--- src/rtl/event_synchronizer.sv ---
// ============================================================================
// event_synchronizer
// ----------------------------------------------------------------------------
// Brings CHANNELS asynchronous inputs (buttons, start/stop strobes, external
// handshakes) into the clk domain through a SYNC_STAGES flop chain. Each input
// can optionally be debounced. A selectable edge type on the resulting level
// produces a one-cycle pulse and a sticky pending flag that is held until it is
// acknowledged. A second event that arrives while pending is still set (and not
// being acknowledged) raises a sticky overrun flag.
//
// Parameters
//   CHANNELS         number of independent channels (>= 1)
//   SYNC_STAGES      synchronizer flops per channel (>= 2)
//   DEBOUNCE_CYCLES  consecutive stable cycles needed to accept a change, 0 = bypass
//   EDGE_MODE        0 = rising, 1 = falling, 2 = both edges create an event
//
// Ports
//   clk          in   system clock, rising edge
//   rst          in   synchronous reset, active-low
//   asynch       in   raw asynchronous inputs
//   enable       in   1 = event detection active
//   ack          in   per-channel level that clears pending
//   overrun_clr  in   clears every overrun flag
//   synch        out  synchronized (and debounced) level
//   pulse        out  one-cycle event strobe
//   pending      out  sticky event flag
//   overrun      out  event arrived while pending was already set
//
// All outputs come straight from flops; every flop clears on rst==0.
// ============================================================================
module event_synchronizer #(
    parameter int CHANNELS        = 4,
    parameter int SYNC_STAGES     = 2,
    parameter int DEBOUNCE_CYCLES = 0,
    parameter int EDGE_MODE       = 0
) (
    input  logic                clk,
    input  logic                rst,
    input  logic [CHANNELS-1:0] asynch,
    input  logic                enable,
    input  logic [CHANNELS-1:0] ack,
    input  logic                overrun_clr,
    output logic [CHANNELS-1:0] synch,
    output logic [CHANNELS-1:0] pulse,
    output logic [CHANNELS-1:0] pending,
    output logic [CHANNELS-1:0] overrun
);

    localparam logic [1:0] EM = 2'(EDGE_MODE);

    // Synchronizer chain, one vector per stage; the last stage is the
    // metastability-safe sample of the raw input.
    logic [CHANNELS-1:0] r_sync [SYNC_STAGES];
    logic [CHANNELS-1:0] w_s;

    // Synchronized/debounced level, edge history and event outputs.
    logic [CHANNELS-1:0] r_synch;
    logic [CHANNELS-1:0] r_prev;
    logic [CHANNELS-1:0] r_pulse;
    logic [CHANNELS-1:0] r_pending;
    logic [CHANNELS-1:0] r_overrun;

    // Edge decode.
    logic [CHANNELS-1:0] w_rise;
    logic [CHANNELS-1:0] w_fall;
    logic [CHANNELS-1:0] w_sel;
    logic [CHANNELS-1:0] w_event;

    // Shift the raw inputs through the synchronizer flops.
    always_ff @(posedge clk) begin
        if (!rst) begin
            for (int k = 0; k < SYNC_STAGES; k++) begin
                r_sync[k] <= '0;
            end
        end else begin
            r_sync[0] <= asynch;
            for (int k = 1; k < SYNC_STAGES; k++) begin
                r_sync[k] <= r_sync[k-1];
            end
        end
    end

    assign w_s = r_sync[SYNC_STAGES-1];

    generate
        if (DEBOUNCE_CYCLES == 0) begin : g_bypass
            // Without debounce the synchronized level is simply the last sync stage.
            always_ff @(posedge clk) begin
                if (!rst) begin
                    r_synch <= '0;
                end else begin
                    r_synch <= w_s;
                end
            end
        end else begin : g_debounce
            localparam int             CW   = $clog2(DEBOUNCE_CYCLES + 1);
            localparam logic [CW-1:0]  LAST = CW'(DEBOUNCE_CYCLES - 1);
            localparam logic [CW-1:0]  ONE  = CW'(1);

            logic [CW-1:0]       r_cnt [CHANNELS];
            logic [CHANNELS-1:0] r_stable;

            // Per-channel debounce: the counter measures how long the sampled
            // level has disagreed with the accepted (stable) level. The change
            // is accepted on the DEBOUNCE_CYCLES-th consecutive disagreement;
            // any agreement in between restarts the count, so shorter glitches
            // never reach r_stable. r_synch is the registered accepted level.
            always_ff @(posedge clk) begin
                if (!rst) begin
                    for (int ch = 0; ch < CHANNELS; ch++) begin
                        r_cnt[ch] <= '0;
                    end
                    r_stable <= '0;
                    r_synch  <= '0;
                end else begin
                    r_synch <= r_stable;
                    for (int ch = 0; ch < CHANNELS; ch++) begin
                        if (w_s[ch] != r_stable[ch]) begin
                            if (r_cnt[ch] == LAST) begin
                                r_stable[ch] <= w_s[ch];
                                r_cnt[ch]    <= '0;
                            end else begin
                                r_cnt[ch] <= r_cnt[ch] + ONE;
                            end
                        end else begin
                            r_cnt[ch] <= '0;
                        end
                    end
                end
            end
        end
    endgenerate

    // Edge decode against the previous level and gating with enable. Because
    // r_prev follows r_synch even while disabled, an edge seen during
    // enable=0 is consumed and can never fire later.
    always_comb begin
        w_rise = r_synch & ~r_prev;
        w_fall = ~r_synch & r_prev;
        case (EM)
            2'd0:    w_sel = w_rise;
            2'd1:    w_sel = w_fall;
            2'd2:    w_sel = w_rise | w_fall;
            default: w_sel = w_rise;
        endcase
        w_event = w_sel & {CHANNELS{enable}};
    end

    // Edge history, event strobe and the sticky pending/overrun flags.
    // An event that coincides with ack replaces the acknowledged one, so it
    // neither clears pending nor counts as an overrun. A new overrun wins over
    // overrun_clr in the same cycle.
    always_ff @(posedge clk) begin
        if (!rst) begin
            r_prev    <= '0;
            r_pulse   <= '0;
            r_pending <= '0;
            r_overrun <= '0;
        end else begin
            r_prev    <= r_synch;
            r_pulse   <= w_event;
            r_pending <= w_event | (r_pending & ~ack);
            r_overrun <= (w_event & r_pending & ~ack) |
                         (r_overrun & ~{CHANNELS{overrun_clr}});
        end
    end

    assign synch   = r_synch;
    assign pulse   = r_pulse;
    assign pending = r_pending;
    assign overrun = r_overrun;

endmodule

--- config.mk ---
export PLATFORM = sky130hd
export DESIGN_NAME = event_synchronizer
export DESIGN_NICKNAME = d
export VERILOG_FILES = /design/src/rtl/event_synchronizer.sv
export SDC_FILE = /design/constraint.sdc
export NUM_CORES = 1
export LEC_CHECK = 0
export ABC_CLOCK_PERIOD_IN_PS = 800
export BUFFER_PORTS_ARGS = -buffer_cell sky130_fd_sc_hd__buf_2
export CORE_MARGIN = 3
export CORE_UTILIZATION = 42
export CTS_CLUSTER_SIZE = 16
export DETAILED_ROUTE_END_ITERATION = 8
export PLACE_DENSITY = 0.76
export REMOVE_ABC_BUFFERS = 1
export SYNTH_ARGS = -nofsm -noshare
export SYNTH_HDL_FRONTEND = slang
export SYNTH_SLANG_ARGS = --single-unit
--- constraint.sdc ---
create_clock -name clk -period 0.8 [get_ports clk]
set_input_delay 0 -clock clk [delete_from_list [all_inputs] [get_ports clk]]
set_output_delay 0 -clock clk [all_outputs]
set_load 0.05 [all_outputs]
==> run summary, run 1 <==
Broken down by cell family, the worst path's largest delay share belongs to flip-flops. The top-level port count came out at 28. The final hold slack came out at -0.00497 ns. The final-report setup violation count is 24, and the die width is 50.3 um. Relative to the synthesized area, the layout overhead comes to 68.5%. The tools report the startpoint of the worst register-to-register path as r_prev[2]. For this block, wires on met1 add up to 981 um.

The number of buffers added on ports came out at 27. The required time of the critical path was 1.03 ns; the wire length of the first global-routing pass was 3240 um. The setup path with the least slack is of type flop to flop. The tools report the smallest setup slack after layout as -0.145 ns. The cell with the biggest individual delay on the critical path is sky130_fd_sc_hd__dfxtp_1. Setup repair after global routing could not meet its margin everywhere. After detailed routing, the average wire length per cell comes to 15.9 um. The logs give 95 for the number of inserted filler cells in the final layout and 1.06 GHz for the achievable frequency. The final clock period utilization by the worst path was 118%; the slew of the pin with the lowest slew margin was 0.281 ns.

The first detailed-routing pass ran for 4 iterations. The global-route total usage across every layer is 17.1%, and the post-place setup slack is -0.0534 ns. For the number of hold-repair buffers added at the cts stage, the log shows 9. The kind of launch point of the worst setup path is a flop. Of the cells placed in the final design, the portion with a size suffix greater than 1 is 56.5%.

The critical register-to-register path endpoint was overrun[2]. 0 antenna diodes ended up in the layout. The total buffers and inverters traversed by the critical path was 0. For the area of the multi-input gates, the log shows 272 um^2. The number of sinks handled by clock tree synthesis was 28. In the layout the commonest cells are sky130_fd_sc_hd__and2_1 (16), sky130_fd_sc_hd__dfxtp_2 (16), sky130_fd_sc_hd__buf_8 (15), sky130_fd_sc_hd__buf_2 (11), sky130_fd_sc_hd__dfxtp_1 (11). The total number of cells along the worst setup path is 2.

The total negative setup slack is -1.23 ns. In the routed layout, each cell is associated on average with a via count of 4.91. The post-synthesis cell type count is 16.

The post-detailed-routing wire length is 2220 um, and the core occupancy in the finished layout is 77.8%. The count of mapped cells out of synthesis was 68; the vias after detailed routing was 687. In this run the vertical extent of the chip is 50.3 um.

The synthesized area divided by synthesized cell count is 12.1 um^2, and the synthesized flop and latch total is 28. Summed over all nets, the half-perimeter wirelength after detailed placement is 994 um. The final-report max-slew violation count came out at 0.

The biggest area contributor in the post-synthesis netlist is sky130_fd_sc_hd__dfxtp_1. The checks that failed: negative hold slack, negative setup slack. In this run, CTS created clock tree buffers numbering 3. In the final design database the tool counted 128 nets. The run gives 0.32 ns as the worst-skew pair later-pin latency. For the final number of hold-violating endpoints, the log shows 1.

IR analysis of the VDD net gives a maximum drop of 1.12 mV. The run gives 2 as the maximum buffer depth of the clock tree. The cell area after technology mapping was 823 um^2.

In this run the worst path has a maximum fanout of 3. By area the synthesized netlist is led by sky130_fd_sc_hd__dfxtp_1 (68%), sky130_fd_sc_hd__and2_1 (12%), sky130_fd_sc_hd__nand3b_1 (3.6%). In this run the worst hold path is classified as input port to flop. The most critical setup path has its endpoint at overrun[2].

For the initial antenna violation count, the log shows 0. Clock-pin slew was measured on the worst setup and hold paths at 0.15 ns. Headroom to the max-slew limit came out at 81.2%.

The tool flagged a number of max-cap violations equal to 0. The final critical-path required period was 0.945 ns. TritonCTS built the clock tree. The number of warning messages in the yosys log is 0. Data arrives at the worst endpoint at 1.17 ns.

Post-detailed-route count of antenna-violating nets: 0. Overall power consumption after layout is estimated at 2.32 mW. The effective utilization at floorplan is 46.2%. The most critical setup path has its startpoint at r_prev[2].

The uppermost layer routed was met4. The worst-case reg-to-reg path depth is 2, and the largest net degree at the start of global routing is 16. Remaining global-route overflow: 0.

The run gives 665 as the via count of the first global-routing pass. The congestion estimate from routability-driven global placement came to 0.703. After detailed routing, the number of remaining DRC violations is 0. The root buffer cell chosen for the clock tree is sky130_fd_sc_hd__clkbuf_4. Detailed routing placed a total of 113 um of wire on met3. Initial detailed-routing violation count: 15. Dividing total power by cell area gives a power density of 1670 mW/mm^2. In this run the register-to-register setup slack is -0.15 ns.

Sequential cells were found to cover 68.1% of the synthesized design area. The amount of wire on met2 after detailed routing is 1080 um. The signal on the critical path passes through nand3b_1, o31ai_1. The share of the synthesized area in the top cell type is 68.1%. For the H-tree depth, the log shows 1.

After floorplanning, the core was divided into 15 placement rows. The logs give 0.617 nW for the reported leakage power and 0.00253 mm^2 for the die footprint. The worst setup path is captured at a flop. The run finished, with violations left.

The area of the core came out at 0.00178 mm^2. The sequential cell area in the final layout was 584 um^2; the worst clock skew on the final layout was 0.00912 ns. The stage delay of the slowest cell on the critical path works out to 0.34 ns.
area by class of cell:
type | instances | area share [%]
repair buffers | 45 | 32.9
clock buffers | 4 | 2.61
flip-flops and latches | 28 | 42.1
well taps | 25 | 2.25
multi-input cells | 36 | 19.6
inverters | 2 | 0.541
cells by family (layout without fill, tap and decap cells):
family | count (synthesis) | in the layout | synth area share, %
simple gates | 28 | 28 | 22.6
buf+inv | 4 | 51 | 1.82
flops | 28 | 28 | 68.1
compound gates | 8 | 8 | 7.45
metrics by stage:
step / cells / area (um^2)
final: 140 / 1390
after global routing: 140 / 1390
after CTS: 137 / 1320
after detailed placement: 122 / 1010
after global placement: 122 / 1010
after floorplan: 66 / 816
worst min-delay path by stage:
| stage | end | slack, ns | start | cells past startpoint |
|---|---|---|---|---|
| after CTS | pending[1] | -0.05 | ack[1] | 3 |
| after global routing | overrun[1] | 0.008 | ack[1] | 3 |
| after detailed placement | r_sync[0][0] | 0.21 | asynch[0] | 2 |
| after floorplan | pending[0] | 0.11 | rst | 1 |
| after global placement | r_sync[0][3] | 0.21 | asynch[3] | 2 |
| final | overrun[1] | -0.005 | ack[1] | 3 |
synthesized netlist by cell type, drive strengths merged:
master	count
a32o	1
inv	2
a21o	1
a31o	1
a21oi	2
clkbuf	2
nand2b	2
dfxtp	28
a22o	1
nand3b	4
nor2b	2
nor2	2
and2	16
o31ai	2
and4b	2
per-layer routing:
metal  track usage, %  vias to the layer above
met5                0                        -
met4             8.76                        0
met3             2.97                        4
met2             29.8                       33
met1             19.9                      330
li1                 -                      320
flip-flops by register name (all words and copies together), names as in the netlist:
signal   count
overrun      4
pending      4
r_prev       4
pulse        4
r_sync       8
synch        4
power breakdown:
group	leakage [nW]	internal [mW]	switching, mW	total (mW)
logic	0.359	0.111	0.0994	0.210
registers	0.237	1.43	0.0138	1.44
clock network	0.0210	0.278	0.391	0.669
total	0.617	1.81	0.505	2.32
timing repair:
item | in CTS | in global routing
setup buffers | 2 | 3
gates cloned | 0 | 0
pin swaps | 2 | 1
setup endpoints to repair | 21 | 24
hold endpoints to repair | 10 | 2
resized for setup | 61 | 12
worst reg2reg max path, cell delays in order, from the launching register on:
cell	delay, ns
sky130_fd_sc_hd__dfxtp_1	0.34
sky130_fd_sc_hd__nand3b_1	0.23
sky130_fd_sc_hd__o31ai_1	0.28
(Power assumes the default switching activity.)
==> inputs of run 2 (changes only) <==
--- a/config.mk
+++ b/config.mk
@@ -13,6 +13,7 @@
 export DETAILED_ROUTE_END_ITERATION = 8
 export PLACE_DENSITY = 0.76
 export REMOVE_ABC_BUFFERS = 1
+export SLEW_MARGIN = 20
 export SYNTH_ARGS = -nofsm -noshare
 export SYNTH_HDL_FRONTEND = slang
 export SYNTH_SLANG_ARGS = --single-unit
==> constraint.sdc (replaced) <==
create_clock -name clk -period 0.8 [get_ports clk]
set_input_delay 0.04 -clock clk [delete_from_list [all_inputs] [get_ports clk]]
set_output_delay 0.04 -clock clk [all_outputs]
set_load 0.05 [all_outputs]
==> run summary, run 2 (same netlist as run 1, synthesis figures left out) <==
The run finished, with violations left. Failing checks: negative hold slack, negative setup slack (unchanged). The number of buffers added on ports is 27 (unchanged). The max-slew headroom at the worst pin came out at 82.0% (was 81.2%).

Critical path class: flop to output pin (was flop to flop). The run gives 581 um^2 (was 584 um^2) as the sequential cell area in the final layout. For the reported leakage power, the log shows 0.624 nW (was 0.617 nW). The slew of the pin with the lowest slew margin is 0.268 ns (was 0.281 ns).

The tools report the final hold slack as -0.00377 ns (was -0.00497 ns). For the number of placement rows, the log shows 15 (unchanged). Flip-flop count of the largest register, all copies and words added: 8 (unchanged). The tools report the number of inserted filler cells in the final layout as 104 (was 95). The register with the highest flop count is r_sync (unchanged). The final critical-path required period is 0.962 ns (was 0.945 ns). The kind of launch point of the worst setup path is a flop (unchanged).

The tools report the total negative setup slack as -1.96 ns (was -1.23 ns). Die width: 50.3 um (unchanged). The total power was 2.56 mW (was 2.32 mW); the number of iterations in the first detailed-routing pass was 3 (was 4). The run gives -0.162 ns (was -0.145 ns) as the smallest setup slack after layout. The internal power summed over all cells was 2.04 mW (was 1.81 mW); the height of the chip was 50.3 um (unchanged). The TritonCTS buffer count was 3 (unchanged).

Leading cell types in the layout, fill and taps excluded: sky130_fd_sc_hd__and2_1 (16), sky130_fd_sc_hd__dfxtp_2 (16), sky130_fd_sc_hd__buf_8 (15), sky130_fd_sc_hd__dfxtp_1 (12), sky130_fd_sc_hd__buf_2 (11) (was sky130_fd_sc_hd__and2_1 (16), sky130_fd_sc_hd__dfxtp_2 (16), sky130_fd_sc_hd__buf_8 (15), sky130_fd_sc_hd__buf_2 (11), sky130_fd_sc_hd__dfxtp_1 (11)). The DRC violations left came out at 0 (unchanged). The worst-case reg-to-reg path depth came out at 3 (was 2). The share of layout cells above drive strength 1 works out to 55.7% (was 56.5%). The run gives 1.04 GHz (was 1.06 GHz) as the achievable frequency. The logs give 1.35 mV (was 1.12 mV) for the largest vdd supply drop and 7.9% (was 9.1%) for the share of power burned in combinational logic.

Final clock period utilization by the worst path: 120% (was 118%). The number of max-cap violations came out at 0 (unchanged). The run gives 626 (was 687) as the vias after detailed routing.

The tools report the largest net degree at the start of global routing as 17 (was 16). Final net count: 128 (unchanged). The amount of wire on met2 after detailed routing is 971 um (was 1080 um), and the power density relative to cell area is 1840 mW/mm^2 (was 1670 mW/mm^2). The number of sinks handled by clock tree synthesis came out at 28 (unchanged). The worst clock skew on the final layout came out at 0.00444 ns (was 0.00912 ns). For the top-level port count, the log shows 28 (unchanged). The global-route total usage across every layer is 15.2% (was 17.1%), and the post-place setup slack is -0.0458 ns (was -0.0534 ns). The logs give 0.00253 mm^2 (unchanged) for the die footprint and 0.00178 mm^2 (unchanged) for the area of the core.

The kind of end point of the critical path was an output pin (was a flop). The H-tree depth came out at 1 (unchanged). The tools report the endpoint with the worst hold slack as pending[2] (was overrun[1]).

The register share of total power came out at 56.4% (was 62.1%). TritonCTS built the clock tree. The uppermost layer routed was met4 (unchanged). The via-per-instance ratio was 4.47 (was 4.91); the instance count along the most critical hold path was 3 (unchanged). The tools report the maximum buffer depth of the clock tree as 2 (unchanged). The average wire per standard cell came out at 13.9 um (was 15.9 um). Initial antenna violation count: 0 (unchanged). The clock share of power is 35.8% (was 28.9%), and the final-report setup violation count is 23 (was 24).

The initial detailed-routing violation count was 8 (was 15); the required time of the critical path was 0.76 ns (was 1.03 ns). Worst-skew pair later-pin latency: 0.32 ns (about the same). The post-detailed-route count of antenna-violating nets came out at 0 (unchanged).

The clock root buffer master was sky130_fd_sc_hd__clkbuf_4 (unchanged). The area of the multi-input gates was 267 um^2 (was 272 um^2). The critical register-to-register path endpoint is overrun[0] (was overrun[2]).

The growth of design area from synthesis to finish is 68.5% (unchanged). Worst hold-check path type: input port to flop (unchanged). The detailed-route wire length on metal 1 was 896 um (was 981 um). Switching share of power: 20.1% (was 21.8%). The final-report max-slew violation count was 0 (unchanged); the met3 wire length was 69 um (was 113 um). The antenna diode instance count is 0 (unchanged).

The data arrival time at the worst-slack endpoint is 0.92 ns (was 1.17 ns), and the half-perimeter wire length after detailed placement is 1000 um (was 994 um). The effective utilization at floorplan was 46.2% (unchanged). The clock-pin slew on the worst setup and hold paths works out to 0.15 ns (about the same). The run gives 638 (was 665) as the via count of the first global-routing pass. The largest fanout on the critical path works out to 2 (was 3).

The tools report the wire length of the first global-routing pass as 2870 um (was 3240 um). Final number of hold-violating endpoints: 1 (unchanged). Setup repair after global routing could not meet its margin everywhere. Remaining global-route overflow: 0 (unchanged). The tools report the placer's final routability congestion estimate as 0.721 (was 0.703). For the post-detailed-routing wire length, the log shows 1950 um (was 2220 um). The flop-to-flop setup slack was -0.16 ns (was -0.15 ns).

Startpoint of the worst register-to-register path: synch[0] (was r_prev[2]). The power dissipated by switching net loads was 515 uW (was 505 uW). The tools report the start point of the worst hold path as ack[2] (was ack[1]).
==> run 2: timing repair <==
item | 4_1_cts | 5_1_grt
setup endpoints to repair | 22 | 24
hold endpoints to repair | 8 | 3
hold buffers | 5 | 1
gates resized for setup | 62 | 7
buffers inserted | 6 | 1
pin swaps | 3 | 0
==> run 2: stage by stage <==
| stage | cell area (um^2) | instances | utilization, % |
|---|---|---|---|
| after floorplan | 816 | 66 | - |
| after global placement | 1020 | 123 | 57.2 |
| after detailed placement | 1020 | 123 | 57.2 |
| after CTS | 1350 | 138 | 75.4 |
| after global routing | 1390 | 140 | 77.8 |
| final | 1390 | 140 | 77.8 |
==> run 2: how the worst max path moves through the flow <==
stage	from	endpoint	slack, ns	depth (start not counted)
2_1_floorplan	synch[3]	overrun[3]	-0.35	2
3_3_place_gp	r_prev[3]	overrun[3]	-0.03	2
3_5_place_dp	r_prev[3]	overrun[3]	-0.05	2
4_1_cts	synch[3]	synch[3]	-0.17	2
5_1_grt	synch[0]	synch[0]	-0.21	2
6_report	synch[3]	synch[3]	-0.16	2
==> run 2: per-layer routing <==
| metal | up-vias | global-route usage (%) |
|---|---|---|
| li1 | 317 | - |
| met3 | 2 | 3.86 |
| met1 | 287 | 18.7 |
| met4 | 0 | 6.91 |
| met2 | 20 | 24.8 |
| met5 | - | 0 |
==> run 2: area by class of cell <==
cell class	instances	area share (%)
Multi-Input combinational cell	36	19.2
Timing Repair Buffer	45	32.4
Clock inverter	1	2.16
Tap cell	25	2.25
Sequential cell	28	41.8
Clock buffer	3	1.62
Inverter	2	0.541
==> run 2: power by group through the flow <==
stage / registers [mW] / logic (mW) / clock network [mW]
after global placement: 1.46 / 0.139 / 0
after global routing: 1.45 / 0.215 / 1.01
after detailed placement: 1.47 / 0.141 / 0
after CTS: 1.44 / 0.188 / 0.935
final: 1.44 / 0.201 / 0.914
after floorplan: 1.50 / 0.0337 / 0
==> run 2: worst max-delay path, cell delays in order, from the launching register on <==
cell and delay (ns):
sky130_fd_sc_hd__dfxtp_2 0.35, sky130_fd_sc_hd__buf_6 0.11, sky130_fd_sc_hd__buf_8 0.14
